## config.mk

```make
export PLATFORM = sky130hd
export DESIGN_NAME = shift_out_serializer
export DESIGN_NICKNAME = d
export VERILOG_FILES = /design/src/rtl/shift_out_serializer.sv
export SDC_FILE = /design/constraint.sdc
export NUM_CORES = 1
export LEC_CHECK = 0
export BUFFER_PORTS_ARGS = -buffer_cell sky130_fd_sc_hd__clkbuf_2
export CAP_MARGIN = 15
export CORE_MARGIN = 5
export CORE_UTILIZATION = 40
export DETAILED_ROUTE_END_ITERATION = 7
export GPL_TIMING_DRIVEN = 0
export PLACE_DENSITY = 0.61
export SLEW_MARGIN = 20
export SYNTH_ARGS = -nofsm -noshare
export SYNTH_HDL_FRONTEND = slang
export SYNTH_SLANG_ARGS = --single-unit
```

## constraint.sdc

```tcl
create_clock -name clk -period 1.88 [get_ports clk]
set_input_delay 0.564 -clock clk [delete_from_list [all_inputs] [get_ports clk]]
set_output_delay 0.564 -clock clk [all_outputs]
set_load 0.05 [all_outputs]
```

## src/rtl/shift_out_serializer.sv

```systemverilog
// -----------------------------------------------------------------------------
// shift_out_serializer
//   Parallel-to-serial driver for a 74HC595-style shift/latch chain. One
//   WIDTH-bit word is accepted per load_valid/load_ready handshake and shifted
//   out MSB first on sdata/sclk, paced by the half-bit strobe "tick". Each word
//   ends with a single slatch pulse lasting one tick period, then a one-clock
//   done pulse.
//
// Ports
//   clk         in   system clock, rising edge
//   rst         in   asynchronous active-low reset
//   tick        in   half-bit-period enable strobe (1 clk wide)
//   load_valid  in   upstream offers load_data
//   load_data   in   word to transmit, sampled only on accept
//   load_ready  out  block can accept a word (IDLE)
//   busy        out  word in flight
//   sdata       out  serial data, MSB first, changes only while sclk is low
//   sclk        out  serial shift clock
//   slatch      out  storage-latch strobe after the last bit
//   done        out  1-clk pulse when the word is complete
//
// All outputs come straight from flops; there is no combinational path from
// any input to any output.
// -----------------------------------------------------------------------------
module shift_out_serializer #(
    parameter int WIDTH = 16,
    parameter int CNT_W = 4
) (
    input  logic             clk,
    input  logic             rst,
    input  logic             tick,
    input  logic             load_valid,
    input  logic [WIDTH-1:0] load_data,
    output logic             load_ready,
    output logic             busy,
    output logic             sdata,
    output logic             sclk,
    output logic             slatch,
    output logic             done
);

    localparam logic [1:0] ST_IDLE  = 2'd0;
    localparam logic [1:0] ST_SETUP = 2'd1;
    localparam logic [1:0] ST_HIGH  = 2'd2;
    localparam logic [1:0] ST_LATCH = 2'd3;

    logic [1:0]       state_q,  state_d;
    logic [WIDTH-1:0] shreg_q,  shreg_d;
    logic [CNT_W-1:0] bitcnt_q, bitcnt_d;
    logic             sdata_q,  sdata_d;
    logic             sclk_q,   sclk_d;
    logic             slatch_q, slatch_d;
    logic             done_q,   done_d;
    logic             busy_q,   busy_d;
    logic             ready_q,  ready_d;

    // Next-state and next-output computation for the shift FSM.
    always_comb begin
        state_d  = state_q;
        shreg_d  = shreg_q;
        bitcnt_d = bitcnt_q;
        sdata_d  = sdata_q;
        sclk_d   = sclk_q;
        slatch_d = slatch_q;
        busy_d   = busy_q;
        ready_d  = ready_q;
        // done is a single-clock pulse: it falls on every edge it is not set.
        done_d   = 1'b0;

        case (state_q)
            ST_IDLE: begin
                // tick is deliberately ignored here, so a tick on the accept
                // edge does not count towards the first half-bit.
                if (load_valid && ready_q) begin
                    shreg_d  = load_data;
                    sdata_d  = load_data[WIDTH-1];
                    bitcnt_d = CNT_W'(WIDTH - 1);
                    ready_d  = 1'b0;
                    busy_d   = 1'b1;
                    state_d  = ST_SETUP;
                end else begin
                    state_d  = ST_IDLE;
                end
            end
            ST_SETUP: begin
                if (tick) begin
                    sclk_d  = 1'b1;
                    state_d = ST_HIGH;
                end else begin
                    state_d = ST_SETUP;
                end
            end
            ST_HIGH: begin
                if (tick) begin
                    sclk_d = 1'b0;
                    if (bitcnt_q == {CNT_W{1'b0}}) begin
                        slatch_d = 1'b1;
                        state_d  = ST_LATCH;
                    end else begin
                        // Next bit is presented together with the falling sclk
                        // so sdata never moves while sclk is high.
                        shreg_d  = {shreg_q[WIDTH-2:0], 1'b0};
                        sdata_d  = shreg_q[WIDTH-2];
                        bitcnt_d = bitcnt_q - CNT_W'(1);
                        state_d  = ST_SETUP;
                    end
                end else begin
                    state_d = ST_HIGH;
                end
            end
            ST_LATCH: begin
                if (tick) begin
                    slatch_d = 1'b0;
                    sdata_d  = 1'b0;
                    busy_d   = 1'b0;
                    ready_d  = 1'b1;
                    done_d   = 1'b1;
                    state_d  = ST_IDLE;
                end else begin
                    state_d = ST_LATCH;
                end
            end
            default: begin
                // Unreachable encoding: return to a clean idle condition.
                state_d  = ST_IDLE;
                shreg_d  = {WIDTH{1'b0}};
                bitcnt_d = {CNT_W{1'b0}};
                sdata_d  = 1'b0;
                sclk_d   = 1'b0;
                slatch_d = 1'b0;
                busy_d   = 1'b0;
                ready_d  = 1'b1;
            end
        endcase
    end

    // State and output registers; reset aborts any word in flight at once.
    always_ff @(posedge clk or negedge rst) begin
        if (!rst) begin
            state_q  <= ST_IDLE;
            shreg_q  <= {WIDTH{1'b0}};
            bitcnt_q <= {CNT_W{1'b0}};
            sdata_q  <= 1'b0;
            sclk_q   <= 1'b0;
            slatch_q <= 1'b0;
            done_q   <= 1'b0;
            busy_q   <= 1'b0;
            ready_q  <= 1'b1;
        end else begin
            state_q  <= state_d;
            shreg_q  <= shreg_d;
            bitcnt_q <= bitcnt_d;
            sdata_q  <= sdata_d;
            sclk_q   <= sclk_d;
            slatch_q <= slatch_d;
            done_q   <= done_d;
            busy_q   <= busy_d;
            ready_q  <= ready_d;
        end
    end

    assign load_ready = ready_q;
    assign busy       = busy_q;
    assign sdata      = sdata_q;
    assign sclk       = sclk_q;
    assign slatch     = slatch_q;
    assign done       = done_q;

endmodule
```

==> results of run 1 <==
[per-stage QoR]
step	TNS, ns	power [mW]
4_1_cts	-0.511	2.40
3_3_place_gp	-1.04	2.03
5_1_grt	-0.0299	2.62
2_1_floorplan	-0.305	1.84
3_5_place_dp	-1.09	2.07
6_report	0	2.45
[cell families (layout without fill, tap and decap cells)]
logic type | Yosys count | in the layout
fa+ha+maj | 1 | 1
flops | 27 | 27
simple gates | 20 | 20
buf+inv | 15 | 50
compound gates | 26 | 26
mux | 29 | 29
[timing repair]
item	4_1_cts	5_1_grt
endpoints found under the setup margin	18	16
setup buffers	5	3
endpoints found under the hold margin	0	0
resized for setup	2	7
pin swaps	1	2
cloned	0	1
[placed cells by master, fill, tap and decap left out, drive strengths merged]
| cell type | instances |
|---|---|
| ha | 1 |
| a21o | 2 |
| o21ai | 8 |
| o21a | 1 |
| clkinvlp | 1 |
| mux2i | 1 |
| a211oi | 1 |
| mux2 | 28 |
| dfrtp | 26 |
| nand3 | 2 |
| clkbuf | 32 |
| o311a | 1 |
| a22o | 2 |
| and3 | 1 |
| or3b | 1 |
| a32oi | 1 |
| nor3b | 1 |
| nor2 | 3 |
| and3b | 2 |
| nand4 | 1 |
| or3 | 1 |
| buf | 10 |
| dfstp | 1 |
| nor4bb | 1 |
| nand2 | 3 |
| a31oi | 3 |
| nand3b | 2 |
| nand4b | 1 |
| inv | 7 |
| a21oi | 7 |
| nor2b | 1 |
[layer usage]
layer / vias up / share of wire, %
li1: 501 / -
met1: 503 / 48
met2: 23 / 46
met3: 5 / 3.8
met4: 0 / 1.9
met5: - / 0
[where the power goes]
part | total (mW) | switching, mW | leakage (nW) | internal [mW]
Combinational | 1.14 | 0.536 | 0.448 | 0.603
Clock | 0.268 | 0.186 | 0.0139 | 0.0818
Sequential | 1.04 | 0.189 | 0.311 | 0.851
Total | 2.45 | 0.911 | 0.774 | 1.54
[layout make-up]
class	count	area share, %
clock inverters	1	0.437
well taps	46	3.35
repair buffers	34	12.5
plain buffers	5	2.33
inverters	7	1.53
flip-flops and latches	27	39.5
multi-input cells	76	39.1
clock buffers	3	1.31
[sequential cells by signal (all words and copies together) (netlist names)]
register / count
busy: 1
sdata: 1
shreg_q: 15
load_ready: 1
bitcnt_q: 4
done: 1
slatch: 1
state_q: 2
sclk: 1
[worst max path at each step]
stage,slack (ns),startpoint,depth (start not counted),to
after floorplan,-0.05,bitcnt_q[0]$_DFFE_PN0P_,8,shreg_q[10]$_DFFE_PN0P_
after global placement,-0.15,bitcnt_q[0]$_DFFE_PN0P_,8,shreg_q[13]$_DFFE_PN0P_
after detailed placement,-0.17,state_q[1]$_DFF_PN0_,6,shreg_q[11]$_DFFE_PN0P_
after CTS,-0.06,bitcnt_q[0]$_DFFE_PN0P_,8,shreg_q[11]$_DFFE_PN0P_
after global routing,-0.01,load_ready$_DFFE_PN1P_,4,shreg_q[2]$_DFFE_PN0P_
final,0.06,load_ready$_DFFE_PN1P_,4,shreg_q[2]$_DFFE_PN0P_
[synth_stat cells (all sizes together) (2+ instances only)]
cell	number	area share, %
a21o	2	1.1
a21oi	7	2.5
a22o	2	1.4
a31oi	3	1.3
and3b	2	1.2
buf	5	3.7
clkbuf	3	0.80
dfrtp	26	46
inv	7	1.9
mux2	28	24
nand2	3	0.80
nand3	2	0.71
nand3b	2	1.1
nor2	3	0.80
o21ai	8	2.8
[critical path, stage by stage, from the launching register on]
cell,delay (ns)
dfstp_2,0.60
nor4bb_1,0.47
a21o_4,0.20
buf_4,0.14
mux2_2,0.33
==> metrics.cfg, run 1 <==
[global_routing]
top_usage_layer=met2
gr-total-overflow=0
antenna_found_initial=0
grt_max_degree=28
grt_pass1_wl_um=4910
use_met3_pct=2.32
grt_pass1_vias=1080
grtUsageTotal_pct=12.3
grt.met1_usage_pct=16.0
grtUsageMet2_pct=19.8

[floorplanning]
die_h_um=69.5
initial_core_util_pct=41.7
dieArea_um2=4830
rows=21
dieWidth_um=69.5
pin_count=26
core_area_um2=3390

[detailed_routing]
post-route-drc-count=0
wl_um=2830
dr.first_iter.drc_count=43
vias_per_cell=5.19
ant_nets=0
drtPass1Iterations=4
dr_total_vias=1032
wl_per_cell_um=14.2

[worst_setup_path]
critPathRequiredTime_ns=2.13
r2r-end=shreg_q[2]$_DFFE_PN0P_
crit_type=reg -> reg
critical_path.max_fanout=7
regToRegSetupSlack_ns=0.06
r2r_start=load_ready$_DFFE_PN1P_
cp-start-kind=register
endpoint_kind=register
crit_arrival_ns=2.07
ff2ff_path_depth=4

[logic_synthesis]
ys.flop_type=dfrtp_1
synth_cell_types=33
ys_seq_area_share_pct=47.8
netlist_area_um2=1420
synth_enable_flop_cells=0
synth_top_family_by_area=multiplexers
yosys.area_share.simple_pct=8.84
syn_nets=139
synth_fa_ha_area_share_pct=0.884
synth_compound_area_share_pct=11.5
synth.mux.area_fraction_pct=24.6
async_flop_share_pct=100
synthCells=118
syn_avg_cell_area_um2=12.0
yosysWarnings=0
ys_seq_elements=27
yosys.area_share.xor_xnor_pct=0

[sta]
finalCriticalPeriod_ns=1.82
worstMarginPinSlew_ns=0.670
slew_headroom_pct=55.4
fin_crit_sh_pct=97.1
setup_viol=0
rsz0062_at_grt=true
hold_viol=0
setup_slack_ns=0.0551
timing.hold.ws_ns=0.227
fin_skew_ns=0.00623
slew_viol_final=0
fmax_mhz=548

[cells_and_area]
diodes=0
area_growth_pct=21.3
fin_util_pct=50.6
stdcell_area_um2=1720
multi_input_area_um2=671
ff_latch_area_um2=678
fin_cells=199
nNetsFinal=175
filler_cell_count=330
drive_above_1_share_pct=51.0

[placed_design]
post-place-ws_ns=-0.172
dp_hpwl_um=1930
gp_congestion=0.770
dp.cells=189
portBuffers=25
post_dp_cell_area_um2=1600

[run]
max-cap-violations=0

[clock_network]
cts_buffers=3
clkLatencyLatePin_ns=0.34
cts_root_buf=clkbuf_4
holdBufCountCts=0
cts_buffer_depth=2
cts_tree=done
clk_pin_slew_ns=0.15
cts_max_level=1
cts.sinks=27

[power_and_ir_drop]
p_per_area_nw_per_um2=1430
cellLeakagePower_nw=0.774
ir_drop_uv=497

[min_path]
hold_path.class=in -> async

[outcome]
status=finished clean

No activity file was read; power rests on OpenSTA's default activity.
==> run 2: changes to the inputs <==
==> constraint.sdc (replaced) <==
create_clock -name clk -period 1.88 [get_ports clk]
set_input_delay 0.094 -clock clk [delete_from_list [all_inputs] [get_ports clk]]
set_output_delay 0.094 -clock clk [all_outputs]
set_load 0.05 [all_outputs]
==> metrics.cfg, run 2 (synthesis gave the netlist of run 1 again) <==
[worst_setup_path]
ff2ff_path_depth=4  ; unchanged
critical_path.max_fanout=7  ; unchanged
regToRegSetupSlack_ns=0.05  ; was 0.06 ns
r2r_start=load_ready$_DFFE_PN1P_  ; unchanged
crit_arrival_ns=2.08  ; was 2.07 ns
crit_type=reg -> reg  ; unchanged
critPathRequiredTime_ns=2.13  ; about the same
endpoint_kind=register  ; unchanged
r2r-end=shreg_q[2]$_DFFE_PN0P_  ; unchanged
cp-start-kind=register  ; unchanged

[cells_and_area]
stdcell_area_um2=1740  ; was 1720 µm²
nNetsFinal=177  ; was 175
final_cell_mix=dfrtp_1, clkbuf_2, mux2_2  ; unchanged
largestRegisters=shreg_q: 15 flops, bitcnt_q: 4 flops, state_q: 2 flops  ; unchanged
largest_reg_flops=15  ; unchanged
drive_above_1_share_pct=50.3  ; was 51.0%
largest-register=shreg_q  ; unchanged
diodes=0  ; unchanged
fin_cells=201  ; was 199
fin_util_pct=51.2  ; was 50.6%
area_growth_pct=22.7  ; was 21.3%

[floorplanning]
dieWidth_um=69.5  ; unchanged
initial_core_util_pct=41.7  ; unchanged
dieArea_um2=4830  ; unchanged
rows=21  ; unchanged
pin_count=26  ; unchanged
die_h_um=69.5  ; unchanged
core_area_um2=3390  ; unchanged

[global_routing]
use_met3_pct=2.32  ; unchanged
grt.met1_usage_pct=16.0  ; unchanged
grt_max_degree=28  ; unchanged
grt_pass1_vias=1089  ; was 1080
gr-total-overflow=0  ; unchanged
grtUsageMet2_pct=20.0  ; was 19.8%
grtUsageTotal_pct=12.3  ; about the same
top_usage_layer=met2  ; unchanged
grt_pass1_wl_um=4940  ; was 4910 µm
antenna_found_initial=0  ; unchanged

[clock_network]
clk_pin_slew_ns=0.16  ; was 0.15 ns
clkLatencyLatePin_ns=0.34  ; about the same
cts_tree=done  ; unchanged
cts_buffers=3  ; unchanged
cts_max_level=1  ; unchanged
cts.sinks=27  ; unchanged
cts_root_buf=clkbuf_4  ; unchanged
cts_buffer_depth=2  ; unchanged

[power_and_ir_drop]
p_per_area_nw_per_um2=1410  ; was 1430 nW/µm²
cellLeakagePower_nw=0.782  ; was 0.774 nW
ir_drop_uv=495  ; was 497 µV

[placed_design]
dp_hpwl_um=1930  ; unchanged
dp.cells=189  ; unchanged
post_dp_cell_area_um2=1600  ; unchanged
portBuffers=25  ; unchanged
gp_congestion=0.770  ; unchanged

[min_path]
hold_end=sdata$_DFFE_PN0P_
hold_path.class=in -> reg  ; was in -> async
hp-start=load_data[15]
hold_depth=3

[sta]
worstMarginPinSlew_ns=0.667  ; was 0.670 ns
hold_viol=0  ; unchanged
finalCriticalPeriod_ns=1.83  ; was 1.82 ns
fin_skew_ns=0.00779  ; was 0.00623 ns
setup_viol=0  ; unchanged
slew_headroom_pct=55.6  ; was 55.4%
fmax_mhz=548  ; about the same
slew_viol_final=0  ; unchanged
timing.hold.ws_ns=0.0699  ; was 0.227 ns
fin_crit_sh_pct=97.1  ; about the same
rsz0062_at_grt=true  ; unchanged
finalSetupTns_ns=0  ; unchanged

[detailed_routing]
dr.first_iter.drc_count=45  ; was 43
wl_um=2780  ; was 2830 µm
drtPass1Iterations=4  ; unchanged
vias_per_cell=5.06  ; was 5.19
dr_total_vias=1017  ; was 1032
post-route-drc-count=0  ; unchanged
ant_nets=0  ; unchanged
wl_per_cell_um=13.8  ; was 14.2 µm

[outcome]
status=finished clean  ; unchanged

[run]
max-cap-violations=0  ; unchanged

## run 2: changes by cell type in the layout (fill, tap and decap cells not counted)
| cell | previous run | this run |
|---|---|---|
| dlygate4sd3_1 | 0 | 2 |
## run 2: layout make-up
type,instances,area (µm²)
buffer,5,40.0
sequential,27,678
tap,46,57.6
timing repair buffer,36,234
inverter,7,26.3
clock inverter,1,7.51
multi-input combinational,76,671
fill,328,1650
clock buffer,3,22.5
## run 2: layer usage
| metal | part of all wire, % | vias up |
|---|---|---|
| li1 | - | 505 |
| met1 | 48 | 492 |
| met2 | 47 | 15 |
| met3 | 2.9 | 5 |
| met4 | 1.9 | 0 |
| met5 | 0 | - |
## run 2: how the worst max path moves through the flow
stage / start / end / slack, ns
floorplan: bitcnt_q[0]$_DFFE_PN0P_ / shreg_q[10]$_DFFE_PN0P_ / -0.05
CTS: bitcnt_q[0]$_DFFE_PN0P_ / shreg_q[11]$_DFFE_PN0P_ / -0.06
finish: load_ready$_DFFE_PN1P_ / shreg_q[2]$_DFFE_PN0P_ / 0.05
global placement: bitcnt_q[0]$_DFFE_PN0P_ / shreg_q[13]$_DFFE_PN0P_ / -0.15
detailed placement: state_q[1]$_DFF_PN0_ / shreg_q[11]$_DFFE_PN0P_ / -0.17
global route: load_ready$_DFFE_PN1P_ / shreg_q[2]$_DFFE_PN0P_ / -0.01
## run 2: repair_timing
item / 4_1_cts / 5_1_grt
endpoints found under the setup margin: 18 / 16
cloned: 0 / 1
pin swaps: 1 / 2
buffers inserted: 5 / 3
hold buffers: 2 / 0
hold endpoints to repair: 27 / 0
gates resized for setup: 2 / 7
## run 2: worst max-delay path: stages (launching register included)
cell and delay, ns:
dfstp_2 0.60, nor4bb_1 0.48, a21o_4 0.20, buf_4 0.14, mux2_2 0.33
## run 2: metrics by stage
step                      power (mW)  setup WS (ns)
final                           2.45         0.0546
after global placement          2.03         -0.150
after CTS                       2.41        -0.0552
after global routing            2.62        -0.0106
after floorplan                 1.84        -0.0509
after detailed placement        2.07         -0.172
## run 2: power by group
part / total, mW / switching (mW) / internal, mW
sequential: 1.04 / 0.188 / 0.851
combinational: 1.14 / 0.535 / 0.605
clock: 0.269 / 0.187 / 0.0818
